**src/rtl/aggregator_stream_reader_if.sv**
```systemverilog
// FIFO read port and record valid/ready handshake of the aggregator stream reader.
// master = the reader itself, slave = the FIFO/packet-builder side.
interface aggregator_stream_reader_if;
    logic [31:0]  fifo_dout;
    logic         fifo_empty;
    logic         fifo_rd_en;
    logic [255:0] rec_data;
    logic [3:0]   rec_chan;
    logic         rec_valid;
    logic         rec_ready;

    modport master (
        input  fifo_dout, fifo_empty, rec_ready,
        output fifo_rd_en, rec_data, rec_chan, rec_valid
    );
    modport slave (
        output fifo_dout, fifo_empty, rec_ready,
        input  fifo_rd_en, rec_data, rec_chan, rec_valid
    );
endinterface

```
**src/rtl/aggregator_stream_reader.sv**
```systemverilog
// Rebuilds 256-bit aggregator records from the 32-bit output FIFO, drops idle filler,
// forwards data records over valid/ready and re-hunts on framing errors.
module aggregator_stream_reader #(
    parameter logic [31:0] IDLE_W0 = 32'h3C5C7C5C,
    parameter logic [31:0] IDLE_W3 = 32'h12344321,
    parameter logic [31:0] IDLE_W4 = 32'h7D6D7A5A,
    parameter logic [31:0] IDLE_W7 = 32'h55666655
) (
    input  logic                        fifo_rd_clk,
    input  logic                        rst,
    aggregator_stream_reader_if.master  bus,
    output logic [31:0]                 rec_count,
    output logic [31:0]                 idle_count,
    output logic [15:0]                 sync_err_count,
    output logic                        in_sync
);
    localparam logic [255:0] IDLE_REC = {IDLE_W0, 32'h0, 32'h0, IDLE_W3,
                                         IDLE_W4, 32'h0, 32'h0, IDLE_W7};

    typedef enum logic {HUNT, COLLECT} state_t;

    state_t       state, state_nx;
    logic [3:0]   w, w_nx;        // 8 = complete record parked, waiting for the output register
    logic         rd_vld;         // fifo_dout carries a freshly read word this cycle
    logic [31:0]  words [8];
    logic [255:0] asm_rec;
    logic         out_blocked, asm_full;
    logic         cap, handoff, inc_idle, inc_err;

    assign out_blocked    = bus.rec_valid && !bus.rec_ready;
    assign asm_full       = ({1'b0, w} + {4'd0, rd_vld}) >= 5'd8;
    assign bus.fifo_rd_en = !bus.fifo_empty && !rst && !(asm_full && out_blocked);

    // Word 7 is taken straight off the FIFO so a record can hand off on its final capture.
    always_comb begin
        for (int k = 0; k < 7; k++) asm_rec[255-32*k -: 32] = words[k];
        asm_rec[31:0] = (w == 4'd8) ? words[7] : bus.fifo_dout;
    end

    always_comb begin
        state_nx = state;
        w_nx     = w;
        cap      = 1'b0;
        handoff  = 1'b0;
        inc_idle = 1'b0;
        inc_err  = 1'b0;
        case (state)
            HUNT: begin
                if (rd_vld && bus.fifo_dout == IDLE_W7) begin
                    state_nx = COLLECT;
                    w_nx     = 4'd0;
                end
            end
            COLLECT: begin
                if (w == 4'd8) begin
                    if (!out_blocked) begin
                        handoff = 1'b1;
                        w_nx    = 4'd0;
                    end
                end else if (rd_vld) begin
                    if (w == 4'd0 && !bus.fifo_dout[31] && bus.fifo_dout != IDLE_W0) begin
                        inc_err  = 1'b1;
                        state_nx = HUNT;
                        w_nx     = 4'd0;
                    end else if (w != 4'd7) begin
                        cap  = 1'b1;
                        w_nx = w + 4'd1;
                    end else if (asm_rec == IDLE_REC) begin
                        inc_idle = 1'b1;
                        w_nx     = 4'd0;
                    end else if (asm_rec[255]) begin
                        if (out_blocked) begin
                            cap  = 1'b1;
                            w_nx = 4'd8;
                        end else begin
                            handoff = 1'b1;
                            w_nx    = 4'd0;
                        end
                    end else begin
                        inc_err  = 1'b1;
                        state_nx = HUNT;
                        w_nx     = 4'd0;
                    end
                end
            end
            default: state_nx = HUNT;
        endcase
    end

    always_ff @(posedge fifo_rd_clk) begin
        if (cap) words[w[2:0]] <= bus.fifo_dout;
    end

    always_ff @(posedge fifo_rd_clk) begin
        if (rst) begin
            state          <= HUNT;
            w              <= 4'd0;
            rd_vld         <= 1'b0;
            in_sync        <= 1'b0;
            bus.rec_valid  <= 1'b0;
            bus.rec_data   <= '0;
            bus.rec_chan   <= '0;
            rec_count      <= '0;
            idle_count     <= '0;
            sync_err_count <= '0;
        end else begin
            state   <= state_nx;
            w       <= w_nx;
            rd_vld  <= bus.fifo_rd_en;
            in_sync <= (state_nx == COLLECT);
            if (handoff) begin
                bus.rec_valid <= 1'b1;
                bus.rec_data  <= asm_rec;
                bus.rec_chan  <= asm_rec[254:251];
                rec_count     <= rec_count + 32'd1;
            end else if (bus.rec_ready) begin
                bus.rec_valid <= 1'b0;
            end
            if (inc_idle) idle_count <= idle_count + 32'd1;
            if (inc_err && sync_err_count != 16'hFFFF) sync_err_count <= sync_err_count + 16'd1;
        end
    end
endmodule

```
**src/flat_wrapper.sv**
```systemverilog
// flat-port wrapper written by rule: the top's interface ports become plain ports
module aggregator_stream_reader_flat 
#(
    parameter logic [31:0] IDLE_W0 = 32'h3C5C7C5C,
    parameter logic [31:0] IDLE_W3 = 32'h12344321,
    parameter logic [31:0] IDLE_W4 = 32'h7D6D7A5A,
    parameter logic [31:0] IDLE_W7 = 32'h55666655
)
  (fifo_rd_clk, rst, rec_count, idle_count, sync_err_count, in_sync, bus_fifo_dout, bus_fifo_empty, bus_rec_ready, bus_fifo_rd_en, bus_rec_data, bus_rec_chan, bus_rec_valid);
  aggregator_stream_reader_if bus_i ();
  input  logic fifo_rd_clk;
  input  logic rst;
  output logic [31:0] rec_count;
  output logic [31:0] idle_count;
  output logic [15:0] sync_err_count;
  output logic in_sync;
  input wire logic [$bits(bus_i.fifo_dout)-1:0] bus_fifo_dout;
  input wire logic [$bits(bus_i.fifo_empty)-1:0] bus_fifo_empty;
  input wire logic [$bits(bus_i.rec_ready)-1:0] bus_rec_ready;
  output wire logic [$bits(bus_i.fifo_rd_en)-1:0] bus_fifo_rd_en;
  output wire logic [$bits(bus_i.rec_data)-1:0] bus_rec_data;
  output wire logic [$bits(bus_i.rec_chan)-1:0] bus_rec_chan;
  output wire logic [$bits(bus_i.rec_valid)-1:0] bus_rec_valid;
  assign bus_i.fifo_dout = bus_fifo_dout;
  assign bus_i.fifo_empty = bus_fifo_empty;
  assign bus_i.rec_ready = bus_rec_ready;
  assign bus_fifo_rd_en = bus_i.fifo_rd_en;
  assign bus_rec_data = bus_i.rec_data;
  assign bus_rec_chan = bus_i.rec_chan;
  assign bus_rec_valid = bus_i.rec_valid;
  aggregator_stream_reader #(.IDLE_W0(IDLE_W0), .IDLE_W3(IDLE_W3), .IDLE_W4(IDLE_W4), .IDLE_W7(IDLE_W7)) u_core (.fifo_rd_clk(fifo_rd_clk), .rst(rst), .bus(bus_i), .rec_count(rec_count), .idle_count(idle_count), .sync_err_count(sync_err_count), .in_sync(in_sync));
endmodule
```
**config.mk**
```make
export PLATFORM = sky130hd
export DESIGN_NAME = aggregator_stream_reader_flat
export DESIGN_NICKNAME = d
export VERILOG_FILES = /design/src/rtl/aggregator_stream_reader_if.sv /design/src/rtl/aggregator_stream_reader.sv /design/src/flat_wrapper.sv
export SDC_FILE = /design/constraint.sdc
export NUM_CORES = 1
export LEC_CHECK = 0
export ABC_AREA = 1
export CAP_MARGIN = 5
export CORE_MARGIN = 4
export CORE_UTILIZATION = 48
export CTS_CLUSTER_SIZE = 30
export DETAILED_ROUTE_END_ITERATION = 8
export PLACE_DENSITY_LB_ADDON = 0.2
export SYNTH_ARGS = -nofsm -noshare
export SYNTH_HDL_FRONTEND = slang
export SYNTH_SLANG_ARGS = --single-unit
```
**constraint.sdc**
```tcl
create_clock -name fifo_rd_clk -period 3.7 [get_ports fifo_rd_clk]
set_clock_uncertainty 0.05 [all_clocks]
set_input_delay 0.74 -clock fifo_rd_clk [delete_from_list [all_inputs] [get_ports fifo_rd_clk]]
set_output_delay 0.74 -clock fifo_rd_clk [all_outputs]
set_load 0.02 [all_outputs]
```
# Word level (Yosys, flattened, before mapping)
# Memory sizes are Yosys's and may differ from the RTL's.
# Cells that the tools add are included.
# W data, S select, Z words.
totals:
  inputBits: 36
  register_bits: 347
  elab_cells: 94
  out_inout_bits: 343
  mem_count: 1
  mem_bits_rw: 256
memory_table:
  columns: ["memory", "words", "word_bits", "rd", "rd_clocked_by_memory_dff", "wr", "line", "source"]
  rows:
  - ["u_core.words", 8, 32, 8, 0, 1, "aggregator_stream_reader.sv:25", "logic [31:0] words [8];"]
op_classes:
  reduce_logical: 16
  n_eq_ne: 9
  muxes: 52
  add_sub_neg: 5
  n_lt_le_gt_ge: 1
  bitwise_logic: 1
ops:
  columns: ["operator", "n"]
  rows:
  - ["$eq A256 B254 Y1 const B", 1]
  - ["$add A32 B1 Y32 const B", 2]
  - ["$mux W1", 40]
  - ["$mux W4", 9]
  - ["$eq A32 B31 Y1 const B", 1]
  - ["$mux W32", 1]
  - ["$ne A32 B30 Y1 const B", 1]
  - ["$add A16 B1 Y16 const B", 1]
  - ["$ne A16 B16 Y1 const B", 1]
  - ["$logic_and A1 B1 Y1", 8]
  - ["$pmux W4 S2", 1]
  - ["$ne A3 B3 Y1 const B", 2]
  - ["$add A4 B1 Y5", 1]
  - ["$ge A5 B4 Y1 const B", 1]
  - ["$logic_not A1 Y1", 5]
  - ["$add A4 B1 Y4 const B", 1]
  - ["$eq A4 B4 Y1 const B", 1]
  - ["$logic_not A4 Y1", 1]
  - ["$ne A4 B3 Y1 const B", 1]
  - ["$reduce_and A3 Y1", 1]
  - ["$ne A2 B1 Y1 const B", 1]
  - ["$pmux W1 S2", 1]
  - ["$reduce_bool A2 Y1", 1]
  - ["$not A1 Y1", 1]

# Depth between registers and ports, before layout
depth:
  ltp_word: 12
  depth_mapped: 19
  depth_no_buf: 18

# Worst setup path after synthesis
# OpenSTA, ideal clock, no wires.
synth_timing:
  kind: "input to register"
  start: "input bus_fifo_dout[16]"
  end: "memory u_core.words[0][0] (enable)"
  required_ns: 3.229
  cell_stages: 7
  n_path_buf: 0
  path_slack_ns: 0.193
  t_arrival_ns: 3.036
  path_cell_list: "nor4_1 nand4_1 nand4_1 nand3_1 inv_1 nand2_1 nor2_1"
synth_between:
  elab_chain_len: 10
  word_cells_on_any_way: 12
synth_lines:
  columns: ["element", "line", "source"]
  rows:
  - ["start, declared", "flat_wrapper.sv:17", "input wire logic [$bits(bus_i.fifo_dout)-1:0] bus_fifo_dout;"]
  - ["$mux W32", "aggregator_stream_reader.sv:37", "asm_rec[31:0] = (w == 4'd8) ? words[7] : bus.fifo_dout;"]
  - ["$eq A256 B254 Y1", "aggregator_stream_reader.sv:68", "end else if (asm_rec == IDLE_REC) begin"]
  - ["$mux W1", "aggregator_stream_reader.sv:68", null]
  - ["$mux W1", "aggregator_stream_reader.sv:65", "end else if (w != 4'd7) begin"]
  - ["$mux W1 *", "aggregator_stream_reader.sv:61", "if (w == 4'd0 && !bus.fifo_dout[31] && bus.fifo_dout != IDLE_W0) begin"]
  - ["$mux W1 *", "aggregator_stream_reader.sv:60", "end else if (rd_vld) begin"]
  - ["$mux W1 *", "aggregator_stream_reader.sv:55", "if (w == 4'd8) begin"]
  - ["$mux W1 *", "aggregator_stream_reader.sv:47", "case (state)"]
  - ["$mux W1 *", "aggregator_stream_reader.sv:91", "if (cap) words[w[2:0]] <= bus.fifo_dout;"]
  - ["$mux W1 (implied by the code) *", "aggregator_stream_reader.sv:91", null]
  - ["end, declared", "aggregator_stream_reader.sv:25", null]
# Every way passes the cells marked *; elsewhere a longest branch is shown, timed or not.

# Worst setup path in the final report
layout_timing:
  start: "register u_core.w[0]"
  end: "output bus_fifo_rd_en"
layout_between:
  elab_chain_len: 5
layout_lines:
  columns: ["element", "line", "source"]
  rows:
  - ["start, declared", "aggregator_stream_reader.sv:23", "logic [3:0] w, w_nx;"]
  - ["start signal, assigned", "aggregator_stream_reader.sv:108", "w <= w_nx;"]
  - ["$add A4 B1 Y5", "aggregator_stream_reader.sv:31", "assign asm_full = ({1'b0, w} + {4'd0, rd_vld}) >= 5'd8;"]
  - ["$ge A5 B4 Y1", "aggregator_stream_reader.sv:31", null]
  - ["$logic_and A1 B1 Y1", "aggregator_stream_reader.sv:32", "assign bus.fifo_rd_en = !bus.fifo_empty && !rst && !(asm_full && out_blocked);"]
  - ["$logic_not A1 Y1", "aggregator_stream_reader.sv:32", null]
  - ["$logic_and A1 B1 Y1", "aggregator_stream_reader.sv:32", null]
  - ["end, declared", "flat_wrapper.sv:20", "output wire logic [$bits(bus_i.fifo_rd_en)-1:0] bus_fifo_rd_en;"]
# No other way between the ends.

==> summary.md <==
| Metric | Value |
|---|---|
| Status | `finished clean` |
| Worst VDD drop | `0.000362 V` |
| FF-to-FF Start | `u_core.w[0]` |
| Yosys cell types | `47` |
| Worst R2R Setup Slack | `0.35 ns` |
| Area of the mapped netlist | `0.0237 mm2` |
| Die area | `0.0531 mm2` |
| H-tree depth | `2` |
| Primary FF master, synth | `dfxtp_1` |
| RSZ-0062 raised after global routing | `true` |
| Relative slew slack | `0.483` |
| Top cells by area, synth | `edfxtp_1, dfxtp_1, nor2_1` |
| WS Path Type | `reg2out` |
| Post-synthesis simple-gate area fraction | `0.207` |
| Max-slew violations | `0` |
| YS warnings | `0` |
| Number of flops mapped to enable cells by yosys | `256` |
| Setup TNS Final | `0 ns` |
| Pwr dens | `450 mW/mm2` |
| Starting DRT DRC Count | `2231` |
| Mux share of post-synthesis cell area | `0` |
| Slew @ Worst Pin | `0.775 ns` |
| Vias in the first global route | `19600` |
| Asr flop ratio synth | `0` |
| Port buffer count | `378` |
| Maximum clock path buffer count | `3` |
| Final worst slack | `0.197 ns` |
| Synth-to-layout area growth | `29.9%` |
| Min cycle time layout | `3.50 ns` |
| Critical Path Start Type | `flip-flop` |
| Die H | `230 um` |
| Tcrit/Tclk final | `0.947` |
| Post-Synth Adder-Cell Area | `0.00369` |
| First-pass GRT wire length | `117000 um` |
| Antenna violations before repair | `11` |
| Pwr Total | `13.9 mW` |
| FILL cells | `4082` |
| Largest family of logic cells by synthesized area | `simple AND/OR/NAND/NOR gates` |
| Tot GR Track Use | `0.288` |
| Starting Density | `0.485` |
| Post-detail-place hpwl | `57200 um` |
| Final setup violation count | `0` |
| Sequential area share after synthesis | `0.613` |
| Core Area | `0.0490 mm2` |
| Maximum Capacitance Violations | `0` |
| Xor/xnor share of the synthesized area | `0.0125` |
| Reg2reg path depth | `15` |
| Num ports | `379` |
| Gr ovfl total | `0` |
| Final Hold Viols | `0` |
| Crit Path Max Fanout | `6` |
| Share of the synthesized area in the top cell type | `0.324` |
| Placer Congestion | `0.975` |
| CTS Hold Buffers Added | `0` |
| DRC | `0` |
| TritonRoute pass-1 iters | `6` |
| Yosys top cell by area | `edfxtp_1` |
| Wire per inst | `21.2 um` |
| Reg area | `0.0146 mm2` |
| Clk Latency, worst-skew pair | `0.64 ns` |
| Worst path required time | `2.91 ns` |
| Hold Path Stages | `2` |
| # rows | `81` |
| Post-synthesis compound-gate area fraction | `0.105` |
| Final hold slack | `0.415 ns` |
| Final nets | `3077` |
| Detailed Route WL | `79600 um` |
| Hold endpoint | `u_core.bus.rec_data[10]` |
| P_leak | `11.1 nW` |
| Worst r2r dst | `u_core.idle_count[19]` |
| Cells after DPL | `3635` |
| DP Worst Slack | `0.335 ns` |
| Mean Syn Cell Area | `9.01 um2` |
| Area of the multi-input gates | `0.00782 mm2` |
| HP Start | `u_core.bus.rec_data[10]` |
| Sink Count | `599` |
| Crit end category | `output port` |
| Vias | `20500` |
| Vias per cell | `5.46` |
| Share of layout cells above drive strength 1 | `0.0719` |
| Root Buffer Master | `clkbuf_16` |
| Cts bufs inserted | `60` |
| Critical Path AT | `2.71 ns` |
| Syn Nets | `2679` |
| Fin cells | `3751` |
| Die width | `230 um` |
| Hold WC Path Type | `reg2reg` |
| Routed Antenna Nets | `0` |
| Clock-pin slew on the worst setup and hold paths | `0.06 ns` |
| CTS tree | `yes` |
| FMAX | `285 MHz` |
| #FFs+latches synth | `599` |
| Largest net degree at the start of global routing | `123` |
| Gate Count Post-Synth | `2636` |
[worst max-delay path, cell delays in order, from the launching register on]
cell and delay, ns:
dfxtp_1 0.36, ha_1 0.21, ha_1 0.19, a211oi_1 0.29, a211oi_1 0.08, buf_4 0.16, nor3_1 0.16, clkdlybuf4s50_1 0.64
[worst max path at each step]
stage	from	endpoint	slack, ns	cells after the start
after floorplan	bus_fifo_dout[16]	u_core.words[0][0]	0.19	7
after global routing	u_core.w[0]	u_core.idle_count[21]	-0.008	15
after CTS	u_core.w[2]	bus_fifo_rd_en	0.06	8
final	u_core.w[0]	bus_fifo_rd_en	0.20	7
after detailed placement	u_core.w[0]	u_core.idle_count[24]	0.34	15
after global placement	bus_fifo_dout[10]	u_core.words[6][11]	0.35	10
[registers in the layout, summed over array words and instances, names as in the netlist]
name                   flops
u_core.idle_count         32
u_core.bus.rec_chan        3
u_core.bus.rec_valid       1
u_core.in_sync             1
u_core.sync_err_count     16
u_core.words             256
u_core.bus.rec_data      253
u_core.rd_vld              1
u_core.rec_count          32
u_core.w                   4
[layout by cell type (no fill, tap or decap), types with 2 or more instances in the layout]
cell             instances
o21ai_2                  3
o21ai_1                  6
clkbuf_1                10
inv_1                  241
inv_4                    2
clkdlybuf4s50_1        377
clkinv_4                 2
nor2b_1                  3
clkbuf_8                 8
nor2_2                  12
o21ai_0                273
nor3b_1                  2
nand4_1                 67
nor4_1                  17
nand2_2                 13
dfxtp_1                342
xor2_1                  27
nand2_1                339
a211oi_1                20
a31oi_1                  9
clkinv_2                 9
nor2_4                   2
a21oi_1                142
a21oi_2                 10
nand2_4                  2
nor3_1                  64
buf_4                   54
edfxtp_1               256
nand3_2                  2
clkinvlp_4               3
o21a_1                   3
ha_1                     7
buf_12                  15
bufinv_16                8
clkbuf_16               66
nand3b_1                 2
xnor2_1                  7
nor2_1                 552
nand3_1                 87
clkinv_1                 4
[synth_stat cells (3+ instances only)]
library cell	n
a211oi_1	20
a21oi_1	142
a21oi_2	10
a31oi_1	9
buf_1	3
buf_2	6
buf_4	7
clkbuf_1	94
dfxtp_1	343
edfxtp_1	256
ha_1	7
inv_1	241
nand2_1	340
nand2_2	13
nand3_1	87
nand4_1	67
nor2_1	560
nor2_2	3
nor2b_1	3
nor3_1	64
nor4_1	17
o21a_1	3
o21ai_0	273
o21ai_1	6
o21ai_2	3
xnor2_1	7
xor2_1	27
[cells by family after synthesis]
logic type	after synthesis
AO/OA/AOI/OAI	470
XOR/XNOR	34
adder cells (fa/ha/maj)	7
buffers and inverters	357
flip-flops	599
AND/OR/NAND/NOR	1169
[power breakdown]
part           leakage (nW)  total (mW)  internal [mW]  switching, mW
Sequential             5.06        6.88           6.88       0.000453
Clock                  1.07        6.58           3.97           2.61
Combinational          4.93       0.400          0.107          0.294
Total                  11.1        13.9           11.0           2.91
[stage by stage]
step | util | area [um2]
after floorplan | - | 23700
after global placement | 0.585 | 28600
after detailed placement | 0.585 | 28600
after CTS | 0.630 | 30800
after global routing | 0.630 | 30800
final | 0.630 | 30800
[repair_timing]
item / 4_1_cts / 5_1_grt
buffers inserted: 0 / 0
gates resized for setup: 0 / 2
endpoints found under the setup margin: 0 / 10
[area by class of cell]
cell class / count / area share
clock inverter: 29 / 0.0127
timing repair buffer: 447 / 0.145
inverter: 245 / 0.0304
clock buffer: 85 / 0.0586
sequential: 599 / 0.472
multi-input combinational: 1681 / 0.254
antenna: 1 / 0.0000812
tap: 664 / 0.0269
[metal layers]
layer | up-vias | GRT usage | share of wire
met1 | 9705 | 0.395 | 0.41
li1 | 9578 | - | -
met4 | 6 | 0.108 | 0.040
met2 | 1029 | 0.453 | 0.45
met3 | 177 | 0.0587 | 0.097
met5 | - | 0 | 0.00034
Note: power is estimated with default switching activity, not from simulation.
